<file path="src/rtl/axi_stream_slave_monitor.sv">
// Passive AXI4-Stream slave-port monitor: traffic counters plus sticky protocol error flags.
// Define AXIS_SLAVE_MONITOR_STALL_LIMIT_EN to build the stall counter that drives err[3].
module axi_stream_slave_monitor #(
    parameter int byte_width  = 4,
    parameter int id_width    = 0,
    parameter int dest_width  = 0,
    parameter int user_width  = 0,
    parameter int count_width = 32,
    parameter int max_stall   = 16
) (
    input  logic                                  clk,
    input  logic                                  reset,
    input  logic                                  tvalid,
    input  logic                                  tready,
    input  logic [8*byte_width-1:0]               tdata,
    input  logic [byte_width-1:0]                 tstrb,
    input  logic [byte_width-1:0]                 tkeep,
    input  logic                                  tlast,
    input  logic [((id_width > 0) ? id_width : 1)-1:0]     tid,
    input  logic [((dest_width > 0) ? dest_width : 1)-1:0] tdest,
    input  logic [((user_width > 0) ? user_width : 1)-1:0] tuser,
    output logic [count_width-1:0]                beat_count,
    output logic [count_width-1:0]                byte_count,
    output logic [count_width-1:0]                packet_count,
    output logic [count_width-1:0]                pkt_beats,
    output logic                                  in_packet,
    output logic [3:0]                            err
);
    localparam int DW = 8 * byte_width;
    localparam int IW = (id_width > 0) ? id_width : 1;
    localparam int TW = (dest_width > 0) ? dest_width : 1;
    localparam int UW = (user_width > 0) ? user_width : 1;

    function automatic logic [count_width-1:0] sat_add(input logic [count_width-1:0] a,
                                                       input logic [count_width-1:0] b);
        logic [count_width:0] s;
        s = {1'b0, a} + {1'b0, b};
        return s[count_width] ? '1 : s[count_width-1:0];
    endfunction

    function automatic logic [count_width-1:0] popcount(input logic [byte_width-1:0] m);
        logic [count_width-1:0] n;
        n = '0;
        for (int i = 0; i < byte_width; i++) n = n + count_width'(m[i]);
        return n;
    endfunction

    logic [count_width-1:0] beat_q, beat_d, byte_q, byte_d, pkt_q, pkt_d, pb_q, pb_d;
    logic                   inp_q, inp_d;
    logic [3:0]             err_q, err_d, viol;
    logic                   stall_q;
    logic [DW-1:0]          tdata_q;
    logic [byte_width-1:0]  tstrb_q, tkeep_q;
    logic                   tlast_q;
    logic [IW-1:0]          tid_q;
    logic [TW-1:0]          tdest_q;
    logic [UW-1:0]          tuser_q;
    logic                   hs, stall, payload_chg;

    assign hs    = tvalid && tready;
    assign stall = tvalid && !tready;

    // Disabled sideband fields are excluded so their unconnected inputs cannot flag errors.
    assign payload_chg = (tdata != tdata_q) || (tstrb != tstrb_q) || (tkeep != tkeep_q) ||
                         (tlast != tlast_q) ||
                         ((id_width > 0) && (tid != tid_q)) ||
                         ((dest_width > 0) && (tdest != tdest_q)) ||
                         ((user_width > 0) && (tuser != tuser_q));

`ifdef AXIS_SLAVE_MONITOR_STALL_LIMIT_EN
    localparam int SW = $clog2(max_stall + 1) + 1;
    logic [SW-1:0] stall_cnt_q, stall_cnt_d;

    always_comb begin
        stall_cnt_d = '0;
        if (stall) stall_cnt_d = (stall_cnt_q == '1) ? stall_cnt_q : stall_cnt_q + SW'(1);
    end

    always_ff @(posedge clk or posedge reset) begin
        if (reset) stall_cnt_q <= '0;
        else       stall_cnt_q <= stall_cnt_d;
    end

    assign viol[3] = (stall_cnt_q >= SW'(max_stall));
`else
    assign viol[3] = 1'b0;
`endif

    // stall_q is cleared by reset, so the stability checks stay disarmed for the first cycle.
    assign viol[0] = stall_q && !tvalid;
    assign viol[1] = stall_q && payload_chg;
    assign viol[2] = tvalid && |(tstrb & ~tkeep);

    always_comb begin
        beat_d = beat_q;
        byte_d = byte_q;
        pkt_d  = pkt_q;
        pb_d   = pb_q;
        inp_d  = inp_q;
        err_d  = err_q | viol;
        if (hs) begin
            beat_d = sat_add(beat_q, count_width'(1));
            byte_d = sat_add(byte_q, popcount(tkeep));
            if (tlast) begin
                pkt_d = sat_add(pkt_q, count_width'(1));
                pb_d  = '0;
                inp_d = 1'b0;
            end else begin
                pb_d  = sat_add(pb_q, count_width'(1));
                inp_d = 1'b1;
            end
        end
    end

    always_ff @(posedge clk or posedge reset) begin
        if (reset) begin
            beat_q  <= '0;
            byte_q  <= '0;
            pkt_q   <= '0;
            pb_q    <= '0;
            inp_q   <= 1'b0;
            err_q   <= '0;
            stall_q <= 1'b0;
            tdata_q <= '0;
            tstrb_q <= '0;
            tkeep_q <= '0;
            tlast_q <= 1'b0;
            tid_q   <= '0;
            tdest_q <= '0;
            tuser_q <= '0;
        end else begin
            beat_q  <= beat_d;
            byte_q  <= byte_d;
            pkt_q   <= pkt_d;
            pb_q    <= pb_d;
            inp_q   <= inp_d;
            err_q   <= err_d;
            stall_q <= stall;
            tdata_q <= tdata;
            tstrb_q <= tstrb;
            tkeep_q <= tkeep;
            tlast_q <= tlast;
            tid_q   <= tid;
            tdest_q <= tdest;
            tuser_q <= tuser;
        end
    end

`ifdef FORMAL
    // Master-side rules are environment assumptions; only the stall limit is a design obligation.
    always_comb begin
        if (reset) begin
            assume (!tvalid);
        end else begin
            assume (!viol[0]);
            assume (!viol[1]);
            assume (!viol[2]);
`ifdef AXIS_SLAVE_MONITOR_STALL_LIMIT_EN
            assert (!viol[3]);
`endif
        end
    end
`endif

    assign beat_count   = beat_q;
    assign byte_count   = byte_q;
    assign packet_count = pkt_q;
    assign pkt_beats    = pb_q;
    assign in_packet    = inp_q;
    assign err          = err_q;
endmodule

</file>
<file path="config.mk">
export PLATFORM = sky130hd
export DESIGN_NAME = axi_stream_slave_monitor
export DESIGN_NICKNAME = d
export VERILOG_FILES = /design/src/rtl/axi_stream_slave_monitor.sv
export SDC_FILE = /design/constraint.sdc
export NUM_CORES = 1
export LEC_CHECK = 0
export CORE_ASPECT_RATIO = 2
export CORE_MARGIN = 8
export CORE_UTILIZATION = 46
export CTS_CLUSTER_SIZE = 14
export DETAILED_ROUTE_END_ITERATION = 10
export PLACE_DENSITY = 0.76
export SLEW_MARGIN = 10
export SYNTH_ARGS = -nofsm -noshare
export SYNTH_HDL_FRONTEND = slang
export SYNTH_SLANG_ARGS = --single-unit
</file>
<file path="constraint.sdc">
create_clock -name clk -period 5.8 [get_ports clk]
set_input_delay 1.16 -clock clk [delete_from_list [all_inputs] [get_ports clk]]
set_output_delay 1.16 -clock clk [all_outputs]
set_load 0.005 [all_outputs]
</file>
Word-level counts from Yosys, hierarchy flattened
Index checks and enable logic that the tools add are counted.
{"block": "totals", "register_bits": 175, "out_inout_bits": 133, "elab_cells": 43}
{"block": "op_classes", "n_addsub": 7, "eq_ne": 4, "n_mux": 6, "bitwise": 3, "reduce_logical": 12}
{"cell": "$mux 32", "n": 5}
{"cell": "$add 32x1->33 const B", "n": 3}
{"cell": "$add 32x4->33", "n": 1}
{"cell": "$ne 32x32->1", "n": 1}
{"cell": "$ne 4x4->1", "n": 2}
{"cell": "$logic_and 1x1->1", "n": 5}
{"cell": "$add 3x1->4", "n": 1}
{"cell": "$and 4x4->4", "n": 1}
{"cell": "$not 4->4", "n": 1}
{"cell": "$or 4x3->4", "n": 1}
{"cell": "$reduce_or 4->1", "n": 1}
{"cell": "$add 2x1->3", "n": 1}
{"cell": "$logic_or 1x1->1", "n": 3}
{"cell": "$add 1x1->2", "n": 1}
{"cell": "$logic_not 1->1", "n": 2}
{"cell": "$reduce_and 2->1", "n": 1}
{"cell": "$mux 1", "n": 1}
{"cell": "$ne 1x1->1", "n": 1}

Logic depth before layout (Yosys ltp)
{"block": "logic_depth", "ltp_word": 6, "depth_mapped": 14, "mapped_depth_nobuf": 10}

Worst setup path before layout
OpenSTA, ideal clock, no wires.
{"block": "synth_path", "path_type": "input port to flip-flop", "from": "input tkeep[0]", "to": "register byte_q[28] (netlist: byte_count[28])", "setup_time_ns": 0.127, "arrival_time_ns": 3.594, "t_required_ns": 5.673, "path_slack_ns": 2.078, "stages": 13, "path_buffers": 3, "cell_sequence": "fa_1 > inv_1 > fa_1 > inv_1 > fa_1 > and4_1 > buf_2 > and4_1 > buf_2 > and3_1 > buf_2 > nand4_1 > mux2_1"}
{"block": "synth_via", "elab_chain_len": 5}
{"item": "start, declared", "line_no": "17", "source": "input logic [byte_width-1:0] tkeep,"}
{"item": "$add 1x1->2", "line_no": "44", "source": "for (int i = 0; i < byte_width; i++) n = n + count_width'(m[i]);"}
{"item": "$add 2x1->3", "line_no": "44"}
{"item": "$add 3x1->4", "line_no": "44"}
{"item": "$add 32x4->33", "line_no": "37", "source": "s = {1'b0, a} + {1'b0, b};"}
{"item": "$mux 32", "line_no": "38", "source": "return s[count_width] ? '1 : s[count_width-1:0];"}
{"item": "end signal, assigned", "line_no": "133", "source": "byte_q <= byte_d;"}
{"item": "end, declared", "line_no": "48", "source": "logic [count_width-1:0] beat_q, beat_d, byte_q, byte_d, pkt_q, pkt_d, pb_q, pb_d;"}
No other way between the ends.
A chain may end at the register's enable or synchronous reset.

Final worst setup path
{"block": "layout_path", "from": "input tkeep[1]", "to": "register byte_q[27] (netlist: byte_count[27])"}
Same word-level chain as after synthesis.

==> flow_metrics.py <==
metrics = {
    "die": {
        "core.rowCount": 70,
        "number_of_top_level_pins": 181,
        "floorplan.initialDensity_pct": 46.3,
        "die-area_mm2": 0.0231,
        "core_area_mm2": 0.0181,
        "die_w_um": 112,
        "chipHeight_um": 207,
    },
    "yosys": {
        "syn-num-nets": 884,
        "synth_enable_flop_cells": 0,
        "synth_top_cells_by_area": "sky130_fd_sc_hd__dfrtp_1 (52%), sky130_fd_sc_hd__xor2_1 (8.9%), sky130_fd_sc_hd__nand2_1 (5.0%), sky130_fd_sc_hd__xnor2_1 (2.8%), sky130_fd_sc_hd__nand4_1 (2.8%)",
        "yosys_warnings": 0,
        "netlist.area_leader.share_pct": 51.8,
        "syn-mean-instance-area_um2": 10.1,
        "synth_top_area_cell": "sky130_fd_sc_hd__dfrtp_1",
        "synth_cell_types": 60,
        "ys_ff_latch": 174,
        "netlist_instances": 829,
        "synth-seq-area-share_pct": 51.8,
        "synthesis.area_mm2": 0.00840,
        "synth_flop_cell": "sky130_fd_sc_hd__dfrtp_1",
        "postSynth.asyncResetShare_pct": 100,
    },
    "grt": {
        "grt_pass1_wl_um": 38200,
        "largest_net_degree_at_the_start_of_global_routing": 175,
        "grtUsageTotal_pct": 20.6,
        "grt_antenna_before_repair": 0,
        "grt_pass1_vias": 7198,
        "grt_overflow_total": 0,
    },
    "sta": {
        "grt_setup_unrepaired": "no",
        "maximum_achievable_frequency_mhz": 235,
        "final-setup-viol-count": 0,
        "tightest_slew_ns": 1.11,
        "finalHoldWorstSlack_ns": 0.487,
        "slew_violations": 0,
        "timing.final.crit_share_pct": 73.5,
        "final.setup_skew_ns": 0.00882,
        "hold_viol_final": 0,
        "tns_ns": 0,
        "max_slew_margin_pct": 25.9,
        "final_worst_path_period_need_ns": 4.26,
    },
    "critical_path": {
        "timing.critical_path.arrival_ns": 4.60,
        "critical_path.n_buffers_inverters": 3,
        "worstPathRequired_ns": 6.14,
        "crit_path_start": "tkeep[1]",
        "critical_path.most_common_cell": "sky130_fd_sc_hd__fa_1",
        "rrSetupSlack_ns": 2.81,
        "worst_path_maximum_fanout": 27,
        "category_of_the_critical_setup_timing_path": "primary input to flop",
        "rr_endpoint": "packet_count[5]",
        "critical_path.endpoint_type": "flop",
        "top_delay_family_on_crit_path": "simple AND/OR/NAND/NOR gates",
        "startpoint_type": "primary input",
        "cells_along_the_critical_path": "clkdlybuf4s50_1 -> fa_1 -> inv_1 -> fa_1 -> inv_1 -> fa_1 -> and4_1 -> and4_1 -> and3_1 -> nand2_2 -> o211ai_1",
        "reg2reg_depth": 6,
        "crit_path_top_delay_cell": "sky130_fd_sc_hd__fa_1",
        "timing.rr.start": "packet_count[0]",
        "crit_path_max_incr_delay_ns": 0.54,
    },
    "worst_hold_path": {
        "hold_path.class": "flop to flop",
        "hold_critical_path_endpoint": "err[0]",
        "min_from": "err[0]",
        "hold_depth": 1,
    },
    "power": {
        "peakVddDrop_v": 0.000189,
        "p_leak_nw": 4.82,
        "power_density_mw_per_mm2": 267,
    },
    "cells_and_area": {
        "areaGrowthSynthToFinish_pct": 29.9,
        "total_number_of_nets_in_the_final_design": 1054,
        "diodes": 0,
        "drive_above_1_share_pct": 5.73,
    },
    "clock_network": {
        "numClockSinks": 174,
        "worstSkewPairLatency_ns": 0.42,
        "clk_pin_slew_ns": 0.07,
        "ctsLongestPathBuffers": 2,
        "post_cts_buffers": 0,
        "cts.htree.levels": 4,
        "cts_buffers": 17,
        "root_buffer": "sky130_fd_sc_hd__clkbuf_16",
        "tritoncts": "done",
        "post_cts_resize_count": 0,
        "cts-hold-fix-buffers": 0,
    },
    "drt": {
        "drt_pre_antenna_iters": 5,
        "wire_per_inst_um": 19.1,
        "routed_wirelength_um": 23500,
        "route.detailed.vias_per_inst": 5.69,
        "via_count": 6991,
        "route.antenna.remaining_nets": 0,
        "drcViolationCount": 0,
        "drt_iter0_drc": 423,
    },
    "place": {
        "detailedPlacementHpwl_um": 17300,
        "placement.io_buffers": 176,
        "routabilityCongestion": 0.894,
    },
    "run": {
        "timing.max_cap.violations": 0,
    },
    "status": {
        "status": "complete, no violations",
    },
}
## power breakdown
group	switching (mW)	leakage (nW)	total [mW]	internal, mW
Clock	0.493	0.274	1.11	0.620
Combinational	0.179	2.29	0.404	0.225
Sequential	0.102	2.26	1.40	1.29
Total	0.773	4.82	2.91	2.14
## metrics by stage
step / setup slack [ns] / instance area (um2) / std cells / utilization (%) / total power [mW]
after floorplan: 2.08 / 8400 / 829 / - / 1.58
after global placement: 1.08 / 10300 / 1196 / 57.0 / 1.82
after detailed placement: 1.07 / 10300 / 1196 / 57.0 / 1.83
after CTS: 1.50 / 10900 / 1228 / 60.2 / 2.95
after global routing: 1.29 / 10900 / 1228 / 60.2 / 3.05
final: 1.54 / 10900 / 1228 / 60.2 / 2.91
## cell usage after synthesis, types with 15 or more instances
master and number:
sky130_fd_sc_hd__dfrtp_1 174, sky130_fd_sc_hd__nand2_1 112, sky130_fd_sc_hd__xor2_1 85, sky130_fd_sc_hd__nand3_1 45, sky130_fd_sc_hd__nor2_1 44, sky130_fd_sc_hd__nand4_1 37, sky130_fd_sc_hd__xnor2_1 27, sky130_fd_sc_hd__and3_1 26
sky130_fd_sc_hd__nor3_1 25, sky130_fd_sc_hd__and4_1 23, sky130_fd_sc_hd__a31oi_1 22, sky130_fd_sc_hd__o21ai_0 21, sky130_fd_sc_hd__a21oi_1 19, sky130_fd_sc_hd__nor4_1 18, sky130_fd_sc_hd__inv_1 17, sky130_fd_sc_hd__and2_1 15
## worst max-delay path by stage
stage,end,cells past startpoint
5_1_grt,byte_count[0],11
6_report,byte_count[27],11
2_1_floorplan,byte_count[28],13
4_1_cts,byte_count[27],11
3_5_place_dp,byte_count[27],11
3_3_place_gp,byte_count[0],11
## metal layers
| metal | share of wire, % | routed length [um] | global-route usage [%] | vias to the layer above |
|---|---|---|---|---|
| li1 | - | - | - | 3293 |
| met1 | 36 | 8440 | 20.9 | 3457 |
| met2 | 56 | 13200 | 38.9 | 198 |
| met3 | 5.5 | 1280 | 5.68 | 43 |
| met4 | 2.1 | 499 | 7.60 | 0 |
| met5 | 0 | 0 | 0 | - |
## logic make-up after synthesis
kind of cell | Yosys count | share of synthesized area [%]
and+or+nand+nor | 377 | 23.6
xor gates and xnor gates | 112 | 11.7
buffers and inverters | 47 | 2.50
muxes | 6 | 0.789
DFF | 174 | 51.8
other | 1 | 0.0446
adders and majority gates | 7 | 1.31
AOI/OAI and AO/OA | 105 | 8.25
## cells in the final DEF, fill, tap and decap left out, drive strengths merged, types with 21 or more instances in the layout
cell type and instances:
clkdlybuf4s50 176, dfrtp 174, nand2 123, xor2 85
nand3 47, nor2 46, nand4 37, nor3 28
xnor2 27, and3 26, and4 23, o21ai 23
a31oi 22, clkbuf 21
## final cells by class
type	count	area, um2
Fill cell	1564	7220
Clock buffer	21	460
Multi-Input combinational cell	608	3830
Sequential cell	174	4350
Timing Repair Buffer	181	1810
Clock inverter	11	108
Inverter	17	67.6
Tap cell	216	270
## registers in the layout (all words and copies together), names as in the netlist
| name | flops |
|---|---|
| pkt_beats | 32 |
| tlast_q | 1 |
| tstrb_q | 4 |
| stall_q | 1 |
| err | 3 |
| byte_count | 32 |
| beat_count | 32 |
| packet_count | 32 |
| tdata_q | 32 |
| in_packet | 1 |
| tkeep_q | 4 |
No activity file was read; power rests on OpenSTA's default activity.
